[src/rtl/id_ctrl_pkg.sv]
// Shared types and constants for the ID-stage controller: control bundle,
// immediate-format select, opcode map and FSM state encoding.
package id_ctrl_pkg;

    localparam int unsigned XLEN   = 32;
    localparam int unsigned OPC_W  = 7;
    localparam int unsigned ALU_W  = 4;
    localparam int unsigned CTRL_W = 14;

    localparam logic [OPC_W-1:0] OPC_LOAD   = 7'b0000011;
    localparam logic [OPC_W-1:0] OPC_OP_IMM = 7'b0010011;
    localparam logic [OPC_W-1:0] OPC_AUIPC  = 7'b0010111;
    localparam logic [OPC_W-1:0] OPC_STORE  = 7'b0100011;
    localparam logic [OPC_W-1:0] OPC_OP     = 7'b0110011;
    localparam logic [OPC_W-1:0] OPC_LUI    = 7'b0110111;
    localparam logic [OPC_W-1:0] OPC_BRANCH = 7'b1100011;
    localparam logic [OPC_W-1:0] OPC_JALR   = 7'b1100111;
    localparam logic [OPC_W-1:0] OPC_JAL    = 7'b1101111;
    localparam logic [OPC_W-1:0] OPC_SYSTEM = 7'b1110011;

    localparam logic [ALU_W-1:0] ALU_ADD   = 4'b0000;
    localparam logic [ALU_W-1:0] ALU_SUB   = 4'b1000;
    localparam logic [ALU_W-1:0] ALU_PASSB = 4'b1111;

    // result_src: 00 ALU, 01 load data, 10 PC+4, 11 CSR read data
    localparam logic [1:0] RES_ALU = 2'b00;
    localparam logic [1:0] RES_MEM = 2'b01;
    localparam logic [1:0] RES_PC4 = 2'b10;
    localparam logic [1:0] RES_CSR = 2'b11;

    typedef struct packed {
        logic             reg_write;
        logic             mem_read;
        logic             mem_write;
        logic             alu_src;
        logic [1:0]       result_src;
        logic             branch;
        logic             jump;
        logic [ALU_W-1:0] alu_ctrl;
        logic             csr_en;
        logic             illegal;
    } ctrl_t;

    typedef enum logic [2:0] {
        IMM_I   = 3'b000,
        IMM_S   = 3'b001,
        IMM_B   = 3'b010,
        IMM_J   = 3'b011,
        IMM_U   = 3'b100,
        IMM_CSR = 3'b111
    } imm_src_e;

    typedef enum logic [1:0] {
        ST_RUN   = 2'b00,
        ST_DRAIN = 2'b01,
        ST_ISSUE = 2'b10
    } state_e;

    function automatic imm_src_e imm_sel(input logic [OPC_W-1:0] opcode, input logic f3_msb);
        case (opcode)
            OPC_STORE:           return IMM_S;
            OPC_BRANCH:          return IMM_B;
            OPC_JAL:             return IMM_J;
            OPC_LUI, OPC_AUIPC:  return IMM_U;
            OPC_SYSTEM:          return f3_msb ? IMM_CSR : IMM_I;
            default:             return IMM_I;
        endcase
    endfunction

endpackage

[src/rtl/id_ctrl_if.sv]
// ID-stage controller bus: pipeline inputs from IF/ID and hazard logic,
// decoded control and stall back out.
interface id_ctrl_if;
    import id_ctrl_pkg::*;

    logic [XLEN-1:0] instr_i;
    logic            instr_valid_i;
    logic            stall_i;
    logic            flush_i;
    logic            pipe_empty_i;
    logic [2:0]      imm_src_o;
    logic            id_stall_o;
    logic            ctrl_valid_o;
    ctrl_t           ctrl_o;

    modport master (
        output instr_i, instr_valid_i, stall_i, flush_i, pipe_empty_i,
        input  imm_src_o, id_stall_o, ctrl_valid_o, ctrl_o
    );

    modport slave (
        input  instr_i, instr_valid_i, stall_i, flush_i, pipe_empty_i,
        output imm_src_o, id_stall_o, ctrl_valid_o, ctrl_o
    );
endinterface

[src/rtl/id_ctrl_main_dec.sv]
// Combinational opcode-to-control decode; unknown opcodes flag illegal only.
module main_dec
    import id_ctrl_pkg::*;
(
    input  logic [OPC_W-1:0] opcode,
    input  logic [2:0]       funct3,
    input  logic             funct7_b5,
    input  logic             rd_nz,
    output ctrl_t            ctrl
);

    always_comb begin
        ctrl = '0;
        case (opcode)
            OPC_LOAD: begin
                ctrl.reg_write  = 1'b1;
                ctrl.mem_read   = 1'b1;
                ctrl.alu_src    = 1'b1;
                ctrl.result_src = RES_MEM;
                ctrl.alu_ctrl   = ALU_ADD;
            end
            OPC_STORE: begin
                ctrl.mem_write = 1'b1;
                ctrl.alu_src   = 1'b1;
                ctrl.alu_ctrl  = ALU_ADD;
            end
            OPC_OP: begin
                ctrl.reg_write = 1'b1;
                ctrl.alu_ctrl  = {funct7_b5, funct3};
            end
            // Only the shift-right immediate uses funct7[5]; elsewhere it is immediate data
            OPC_OP_IMM: begin
                ctrl.reg_write = 1'b1;
                ctrl.alu_src   = 1'b1;
                ctrl.alu_ctrl  = {funct7_b5 & (funct3 == 3'b101), funct3};
            end
            OPC_BRANCH: begin
                ctrl.branch   = 1'b1;
                ctrl.alu_ctrl = ALU_SUB;
            end
            OPC_JAL: begin
                ctrl.reg_write  = 1'b1;
                ctrl.jump       = 1'b1;
                ctrl.result_src = RES_PC4;
            end
            OPC_JALR: begin
                ctrl.reg_write  = 1'b1;
                ctrl.jump       = 1'b1;
                ctrl.alu_src    = 1'b1;
                ctrl.result_src = RES_PC4;
                ctrl.alu_ctrl   = ALU_ADD;
            end
            OPC_LUI: begin
                ctrl.reg_write = 1'b1;
                ctrl.alu_src   = 1'b1;
                ctrl.alu_ctrl  = ALU_PASSB;
            end
            OPC_AUIPC: begin
                ctrl.reg_write = 1'b1;
                ctrl.alu_src   = 1'b1;
                ctrl.alu_ctrl  = ALU_ADD;
            end
            OPC_SYSTEM: begin
                if (funct3 != 3'b000) begin
                    ctrl.csr_en     = 1'b1;
                    ctrl.reg_write  = rd_nz;
                    ctrl.result_src = RES_CSR;
                end
            end
            default: ctrl.illegal = 1'b1;
        endcase
    end

endmodule

[src/rtl/id_ctrl.sv]
// ID-stage controller: decode, CSR serialisation FSM (drain pipe before a
// CSR op issues) and the ID/EX control register.
module id_ctrl
    import id_ctrl_pkg::*;
(
    input  logic      clk,
    input  logic      rst_n,
    id_ctrl_if.slave  bus
);

    state_e state_q, state_d;
    ctrl_t  ctrl_q, ctrl_d, dec;
    logic   valid_q, valid_d;
    logic   stall_c;
    logic   is_csr;
    logic   unused_instr_bits;

    main_dec u_main_dec (
        .opcode    (bus.instr_i[6:0]),
        .funct3    (bus.instr_i[14:12]),
        .funct7_b5 (bus.instr_i[30]),
        .rd_nz     (|bus.instr_i[11:7]),
        .ctrl      (dec)
    );

    assign unused_instr_bits = ^{bus.instr_i[31], bus.instr_i[29:15]};

    assign is_csr = bus.instr_valid_i && (bus.instr_i[6:0] == OPC_SYSTEM)
                    && (bus.instr_i[14:12] != 3'b000);

    always_ff @(posedge clk) begin
        if (!rst_n) begin
            state_q <= ST_RUN;
            ctrl_q  <= '0;
            valid_q <= 1'b0;
        end else begin
            state_q <= state_d;
            ctrl_q  <= ctrl_d;
            valid_q <= valid_d;
        end
    end

    // Next state / ID-EX load; flush overrides everything, stall holds the register
    always_comb begin
        state_d = state_q;
        ctrl_d  = ctrl_q;
        valid_d = valid_q;
        stall_c = 1'b0;
        if (bus.flush_i) begin
            state_d = ST_RUN;
            ctrl_d  = '0;
            valid_d = 1'b0;
        end else begin
            case (state_q)
                ST_RUN: begin
                    if (bus.stall_i) begin
                        stall_c = 1'b1;
                    end else if (is_csr) begin
                        stall_c = 1'b1;
                        ctrl_d  = '0;
                        valid_d = 1'b0;
                        state_d = ST_DRAIN;
                    end else if (bus.instr_valid_i) begin
                        ctrl_d  = dec;
                        valid_d = 1'b1;
                    end else begin
                        ctrl_d  = '0;
                        valid_d = 1'b0;
                    end
                end
                ST_DRAIN: begin
                    stall_c = 1'b1;
                    if (!bus.stall_i) begin
                        ctrl_d  = '0;
                        valid_d = 1'b0;
                    end
                    if (bus.pipe_empty_i) begin
                        state_d = ST_ISSUE;
                    end
                end
                ST_ISSUE: begin
                    stall_c = bus.stall_i;
                    if (!bus.stall_i) begin
                        ctrl_d  = dec;
                        valid_d = 1'b1;
                        state_d = ST_RUN;
                    end
                end
                default: begin
                    state_d = ST_RUN;
                    ctrl_d  = '0;
                    valid_d = 1'b0;
                end
            endcase
        end
    end

    assign bus.imm_src_o    = imm_sel(bus.instr_i[6:0], bus.instr_i[14]);
    assign bus.id_stall_o   = rst_n & stall_c;
    assign bus.ctrl_valid_o = valid_q;
    assign bus.ctrl_o       = ctrl_q;

endmodule

[src/flat_wrapper.sv]
// flat-port wrapper written by rule: the top's interface ports become plain ports
module id_ctrl_flat import id_ctrl_pkg::*;
  (clk, rst_n, bus_instr_i, bus_instr_valid_i, bus_stall_i, bus_flush_i, bus_pipe_empty_i, bus_imm_src_o, bus_id_stall_o, bus_ctrl_valid_o, bus_ctrl_o);
  id_ctrl_if bus_i ();
  input  logic clk;
  input  logic rst_n;
  input wire logic [$bits(bus_i.instr_i)-1:0] bus_instr_i;
  input wire logic [$bits(bus_i.instr_valid_i)-1:0] bus_instr_valid_i;
  input wire logic [$bits(bus_i.stall_i)-1:0] bus_stall_i;
  input wire logic [$bits(bus_i.flush_i)-1:0] bus_flush_i;
  input wire logic [$bits(bus_i.pipe_empty_i)-1:0] bus_pipe_empty_i;
  output wire logic [$bits(bus_i.imm_src_o)-1:0] bus_imm_src_o;
  output wire logic [$bits(bus_i.id_stall_o)-1:0] bus_id_stall_o;
  output wire logic [$bits(bus_i.ctrl_valid_o)-1:0] bus_ctrl_valid_o;
  output wire logic [$bits(bus_i.ctrl_o)-1:0] bus_ctrl_o;
  assign bus_i.instr_i = bus_instr_i;
  assign bus_i.instr_valid_i = bus_instr_valid_i;
  assign bus_i.stall_i = bus_stall_i;
  assign bus_i.flush_i = bus_flush_i;
  assign bus_i.pipe_empty_i = bus_pipe_empty_i;
  assign bus_imm_src_o = bus_i.imm_src_o;
  assign bus_id_stall_o = bus_i.id_stall_o;
  assign bus_ctrl_valid_o = bus_i.ctrl_valid_o;
  assign bus_ctrl_o = bus_i.ctrl_o;
  id_ctrl u_core (.clk(clk), .rst_n(rst_n), .bus(bus_i));
endmodule
[config.mk]
export PLATFORM = sky130hd
export DESIGN_NAME = id_ctrl_flat
export DESIGN_NICKNAME = d
export VERILOG_FILES = /design/src/rtl/id_ctrl_pkg.sv /design/src/rtl/id_ctrl_if.sv /design/src/rtl/id_ctrl_main_dec.sv /design/src/rtl/id_ctrl.sv /design/src/flat_wrapper.sv
export SDC_FILE = /design/constraint.sdc
export NUM_CORES = 1
export LEC_CHECK = 0
export ABC_AREA = 1
export ABC_CLOCK_PERIOD_IN_PS = 5050
export CORE_ASPECT_RATIO = 1.4
export CORE_MARGIN = 4
export CORE_UTILIZATION = 40
export CTS_CLUSTER_SIZE = 25
export DETAILED_ROUTE_END_ITERATION = 10
export PLACE_DENSITY = 0.93
export SLEW_MARGIN = 40
export SYNTH_ARGS = -nofsm -noshare
export SYNTH_HDL_FRONTEND = slang
export SYNTH_SLANG_ARGS = --single-unit
[constraint.sdc]
create_clock -name clk -period 5.05 [get_ports clk]
set_clock_uncertainty 0.1 [all_clocks]
set_input_delay 1.515 -clock clk [delete_from_list [all_inputs] [get_ports clk]]
set_output_delay 1.515 -clock clk [all_outputs]
set_load 0.01 [all_outputs]
After elaboration in Yosys (flattened, before gate mapping)
Cells that the tools add are included.
- flip-flop bits (word level): 17
- output and inout bits: 19
- word-level logic and storage cells: 82
- equal/unequal tests: 18
- mux-type cells: 36
- bitwise gates (word level): 3
- reduce and logical (&&, ||, !) cells: 13
- operators with widths (kind ; number):
    $mux 14 ; 5
    $pmux 14 s3 ; 1
    $eq 7x7->1 const B ; 4
    $eq 7x6->1 const B ; 3
    $mux 1 ; 17
    $pmux 4 s4 ; 1
    $pmux 3 s5 ; 1
    $eq 7x5->1 const B ; 2
    $pmux 2 s3 ; 2
    $mux 2 ; 5
    $reduce_or 10->1 ; 1
    $ne 2x2->1 const B ; 4
    $eq 7x2->1 const B ; 1
    $reduce_or 7->1 ; 1
    $pmux 1 s3 ; 2
    $reduce_or 2->1 ; 3
    $reduce_or 6->1 ; 1
    $reduce_or 5->1 ; 1
    $reduce_and 4->1 ; 1
    $eq 3x3->1 const B ; 1
    $mux 3 ; 1
    $reduce_and 3->1 ; 1
    $reduce_bool 3->1 ; 1
    $and 1x1->1 ; 2
    other kinds (7) ; 8

Logic depth before layout (Yosys ltp)
Gate-level depths: netlist of the first run.
- depth after elaboration: 8
- gate-level depth with buffers: 10

Cells and area by module
Synthesis of the first run repeated with hierarchy kept, for this count alone.
- cell total of the unflattened synthesis: 179
- area total of the unflattened synthesis: 1191.1 µm²
- modules (own cells, without submodules) (module ; times used ; cells an instance ; area an instance (µm²)):
    id_ctrl ; 1 ; 110 ; 890.9
    main_dec ; 1 ; 69 ; 300.3

Least setup slack after synthesis of the first run
Ideal clock, no wire load.
- path type: input-to-output
- start: in bus_instr_i[2]
- end: out bus_id_stall_o
- data arrival time: 2.348 ns
- data required time: 3.435 ns
- path slack: 1.087 ns
- cell stages on the path: 7
- buffers on the path: 0
- path through: inv_1 -> nand2_1 -> nor2_2 -> nand2_1 -> nor2_2 -> nand3_1 -> a21oi_1
- longest elaborated chain between the ends: 8
- RTL lines (what ; line ; source):
    start: declaration ; flat_wrapper.sv:7 ; input wire logic [$bits(bus_i.instr_i)-1:0] bus_instr_i;
    $eq 7x7->1 ; id_ctrl.sv:28 ; assign is_csr = bus.instr_valid_i && (bus.instr_i[6:0] == OPC_SYSTEM)
    $logic_and 1x1->1 ; id_ctrl.sv:28 ;
    $logic_and 1x1->1 ; id_ctrl.sv:29 ; && (bus.instr_i[14:12] != 3'b000);
    $mux 1 ; id_ctrl.sv:58 ; end else if (is_csr) begin
    $mux 1 ; id_ctrl.sv:56 ; if (bus.stall_i) begin
    $pmux 1 s3 ; id_ctrl.sv:54 ; case (state_q)
    $mux 1 ; id_ctrl.sv:49 ; if (bus.flush_i) begin
    $and 1x1->1 ; id_ctrl.sv:99 ; assign bus.id_stall_o = rst_n & stall_c;
    end: declaration ; flat_wrapper.sv:13 ; output wire logic [$bits(bus_i.id_stall_o)-1:0] bus_id_stall_o;
No other way between the ends.

Worst setup path in the final report of the first run
- start: in bus_instr_i[5]
- end: out bus_id_stall_o
Same word-level chain as after synthesis.

==> out/metrics.yaml, run 1 <==
synthesis:
  synthesis.nets: 203
  ys_ff_latch: 17
  syn_area_sq_um: 988
  seq_area_frac_synth: 0.344
  ys_warn_count: 0
  synth.avg_cell_area_sq_um: 5.99
  netlist_instances: 165
  ys_types: 19
sta:
  worstMarginPinSlew_ns: 0.395
  rsz0062_at_grt: "false"
  fmax_ghz: 0.206
  period_needed_ns: 4.85
  tns_ns: 0
  hold_viol_final: 0
  drv_slew: 0
  setup_viol: 0
  post-route-period-util: 0.961
  relSlewSlack: 0.737
floorplanning:
  num_io_pins: 57
  core_sq_mm: 0.00239
  dieWidth_um: 50.0
  start_util: 0.413
  dieHeight_um: 66.8
  dieArea_sq_mm: 0.00334
  rows: 21
worst_setup_path:
  crit_type: "input pin to output port"
  crit_path_top_delay_cell: "clkdlybuf4s50_1"
  cp.required_ns: 3.44
  cp_max_fo: 5
  r2r_cells: 5
  cp-end-kind: "output port"
  start_kind: "input pin"
  path_cells: "clkdlybuf4s50_1, nand3_1, inv_1, nand2_1, nor2_2, nand3_1, a21oi_1, clkdlybuf4s50_1"
  crit_family: "buffers and inverters"
  r2r-end: "u_core.bus.ctrl_o[7]"
  reg2reg_from: "u_core.state_q[1]"
  reg2reg_slack_ns: 3.65
  crit_buf_inv: 3
  max_stage_delay_ns: 0.55
  cp_data_arrival_time_ns: 3.24
drt:
  vias_per_cell: 4.83
  wirelength_um: 2530
  routedWlPerCell_um: 10.2
  drcViolationCount: 0
  vias: 1192
  dr.first_iter.drc_count: 25
  ant_nets: 0
  drt_pass1_iterations: 4
clock_tree:
  clock_path_buffers: 2
  cts_hold_buf: 0
  cts-resized-gates: 0
  root_buffer: "clkbuf_4"
  cts_sinks: 17
  cts_setup_buffers: 0
  clk-insertion-delay-late_ns: 0.29
  clk_pin_slew_ns: 0.09
  htree_levels: 1
  cts_tree: "built"
  numCtsBuffers: 3
hold_path:
  hold-path-cell-count: 2
  min_path_type: "flip-flop to flip-flop"
  hold_end: "u_core.bus.ctrl_o[6]"
  min_from: "u_core.bus.ctrl_o[6]"
global_route:
  grt_max_degree: 17
  antenna_found_initial: 0
  grt_usage: 0.165
  grt_overflow_total: 0
  grt_pass1_vias: 1057
  grt_pass1_wl_um: 4380
layout:
  nNetsFinal: 252
  drive_gt1_frac: 0.0751
  antenna_cells: 0
  area_growth_syn_to_layout_pct: 50.8
  stdcell_area_sq_mm: 0.00149
placement:
  hpwl_um: 2060
  place.gp.congestion: 0.913
  place_area_sq_mm: 0.00146
  port_buffers: 40
power:
  leakage_uw: 0.000675
  ir_drop_mv: 0.0877
  power_density_mw_per_mm2: 171
outcome:
  status: "finished clean"
flow_run:
  maxCapViolCount: 0
-- flip-flops by register name, indices dropped and copies added, names as in the netlist --
signal	cells
u_core.bus.ctrl_o	14
u_core.bus.ctrl_valid_o	1
u_core.state_q	2
-- worst register-to-register path: stages (launching register included) --
cell     delay (ns)
dfxtp_1        0.39
inv_1          0.10
o21ai_0        0.24
inv_1          0.26
nand2_1        0.13
a21oi_1        0.07
-- routing by layer --
metal | global-route usage | wire [um] | vias to the layer above | share of wire
li1 | - | - | 614 | -
met1 | 0.180 | 1020 | 527 | 0.40
met2 | 0.310 | 1330 | 38 | 0.53
met3 | 0.0157 | 105 | 13 | 0.042
met4 | 0.0830 | 70 | 0 | 0.028
met5 | 0 | 0 | - | 0
-- cells in the mapped netlist --
cell / instances / area [sq um]
o21ai_0: 4 / 20.0
inv_1: 23 / 86.3
buf_2: 1 / 5.00
nand3_1: 14 / 70.1
dfxtp_1: 17 / 340
o21ai_2: 1 / 8.76
buf_1: 1 / 3.75
nand2_2: 1 / 6.26
nand2_1: 57 / 214
o21bai_1: 1 / 7.51
nor3_1: 3 / 15.0
nand4_1: 2 / 12.5
nor2_2: 3 / 18.8
buf_6: 1 / 11.3
nor2_1: 16 / 60.1
clkinv_1: 1 / 3.75
nand3b_1: 2 / 15.0
a21oi_1: 16 / 80.1
nor3_2: 1 / 10.0
-- worst max path at each step --
stage / endpoint / slack [ns] / startpoint / depth (start not counted)
detailed placement: bus_id_stall_o / 0.19 / bus_instr_i[5] / 8
global route: bus_id_stall_o / 0.06 / bus_instr_i[5] / 8
floorplan: bus_id_stall_o / 1.09 / bus_instr_i[2] / 7
finish: bus_id_stall_o / 0.20 / bus_instr_i[5] / 8
CTS: bus_id_stall_o / 0.19 / bus_instr_i[5] / 8
global placement: bus_id_stall_o / 0.21 / bus_instr_i[5] / 8
-- layout by cell type (no fill, tap or decap) --
cell             synthesis  final
nand4_1                  2      2
clkbuf_1                 0      1
nand2_2                  1      1
inv_1                   23     23
o21bai_1                 1      1
nor2_2                   3      3
nor3_2                   1      1
o21ai_0                  4      4
dfxtp_1                 17     17
nand3_1                 14     14
nand3b_1                 2      2
clkbuf_4                 0      3
nor3_1                   3      3
nand2_1                 57     57
clkinv_1                 1      1
buf_4                    0      7
a21oi_1                 16     16
clkdlybuf4s50_1          0     40
nor2_1                  16     16
o21ai_2                  1      1
-- cell families (layout without fill, tap and decap cells) --
family,Yosys count,in the layout,share of synthesized area
AO/OA/AOI/OAI,22,22,0.118
AND/OR/NAND/NOR,99,99,0.427
flip-flops,17,17,0.344
buffers and inverters,27,75,0.111
-- per-stage QoR --
stage          hold WS [ns]  total power, uW  instances  setup WS, ns   util
2_1_floorplan         0.377              160        165          1.09      -
3_3_place_gp          0.354              186        243         0.211  0.612
3_5_place_dp          0.357              187        243         0.192  0.612
4_1_cts               0.371              256        247         0.185  0.623
5_1_grt               0.395              269        247        0.0581  0.623
6_report              0.370              255        247         0.196  0.623
-- where the power goes --
part	switching (uW)	total, uW	internal, uW
logic	23.7	48.6	24.9
registers	0.674	136	135
clock network	40.1	70.8	30.7
total	64.5	255	191
-- area by class of cell --
type                    instances  area, sq um
clock buffers                   4         26.3
repair buffers                 47          453
flip-flops and latches         17          340
inverters                      24         90.1
fillers                       214          901
multi-input cells             121          538
well taps                      34         42.5
No activity file was read; power rests on OpenSTA's default activity.
==> inputs of run 2 (changes only) <==
--- a/config.mk
+++ b/config.mk
@@ -7,6 +7,7 @@
 export LEC_CHECK = 0
 export ABC_AREA = 1
 export ABC_CLOCK_PERIOD_IN_PS = 5050
+export CAP_MARGIN = 30
 export CORE_ASPECT_RATIO = 1.4
 export CORE_MARGIN = 4
 export CORE_UTILIZATION = 40
==> results of run 2 <==
Same layout as run 1: the final DEF is identical, and so are final timing and power.
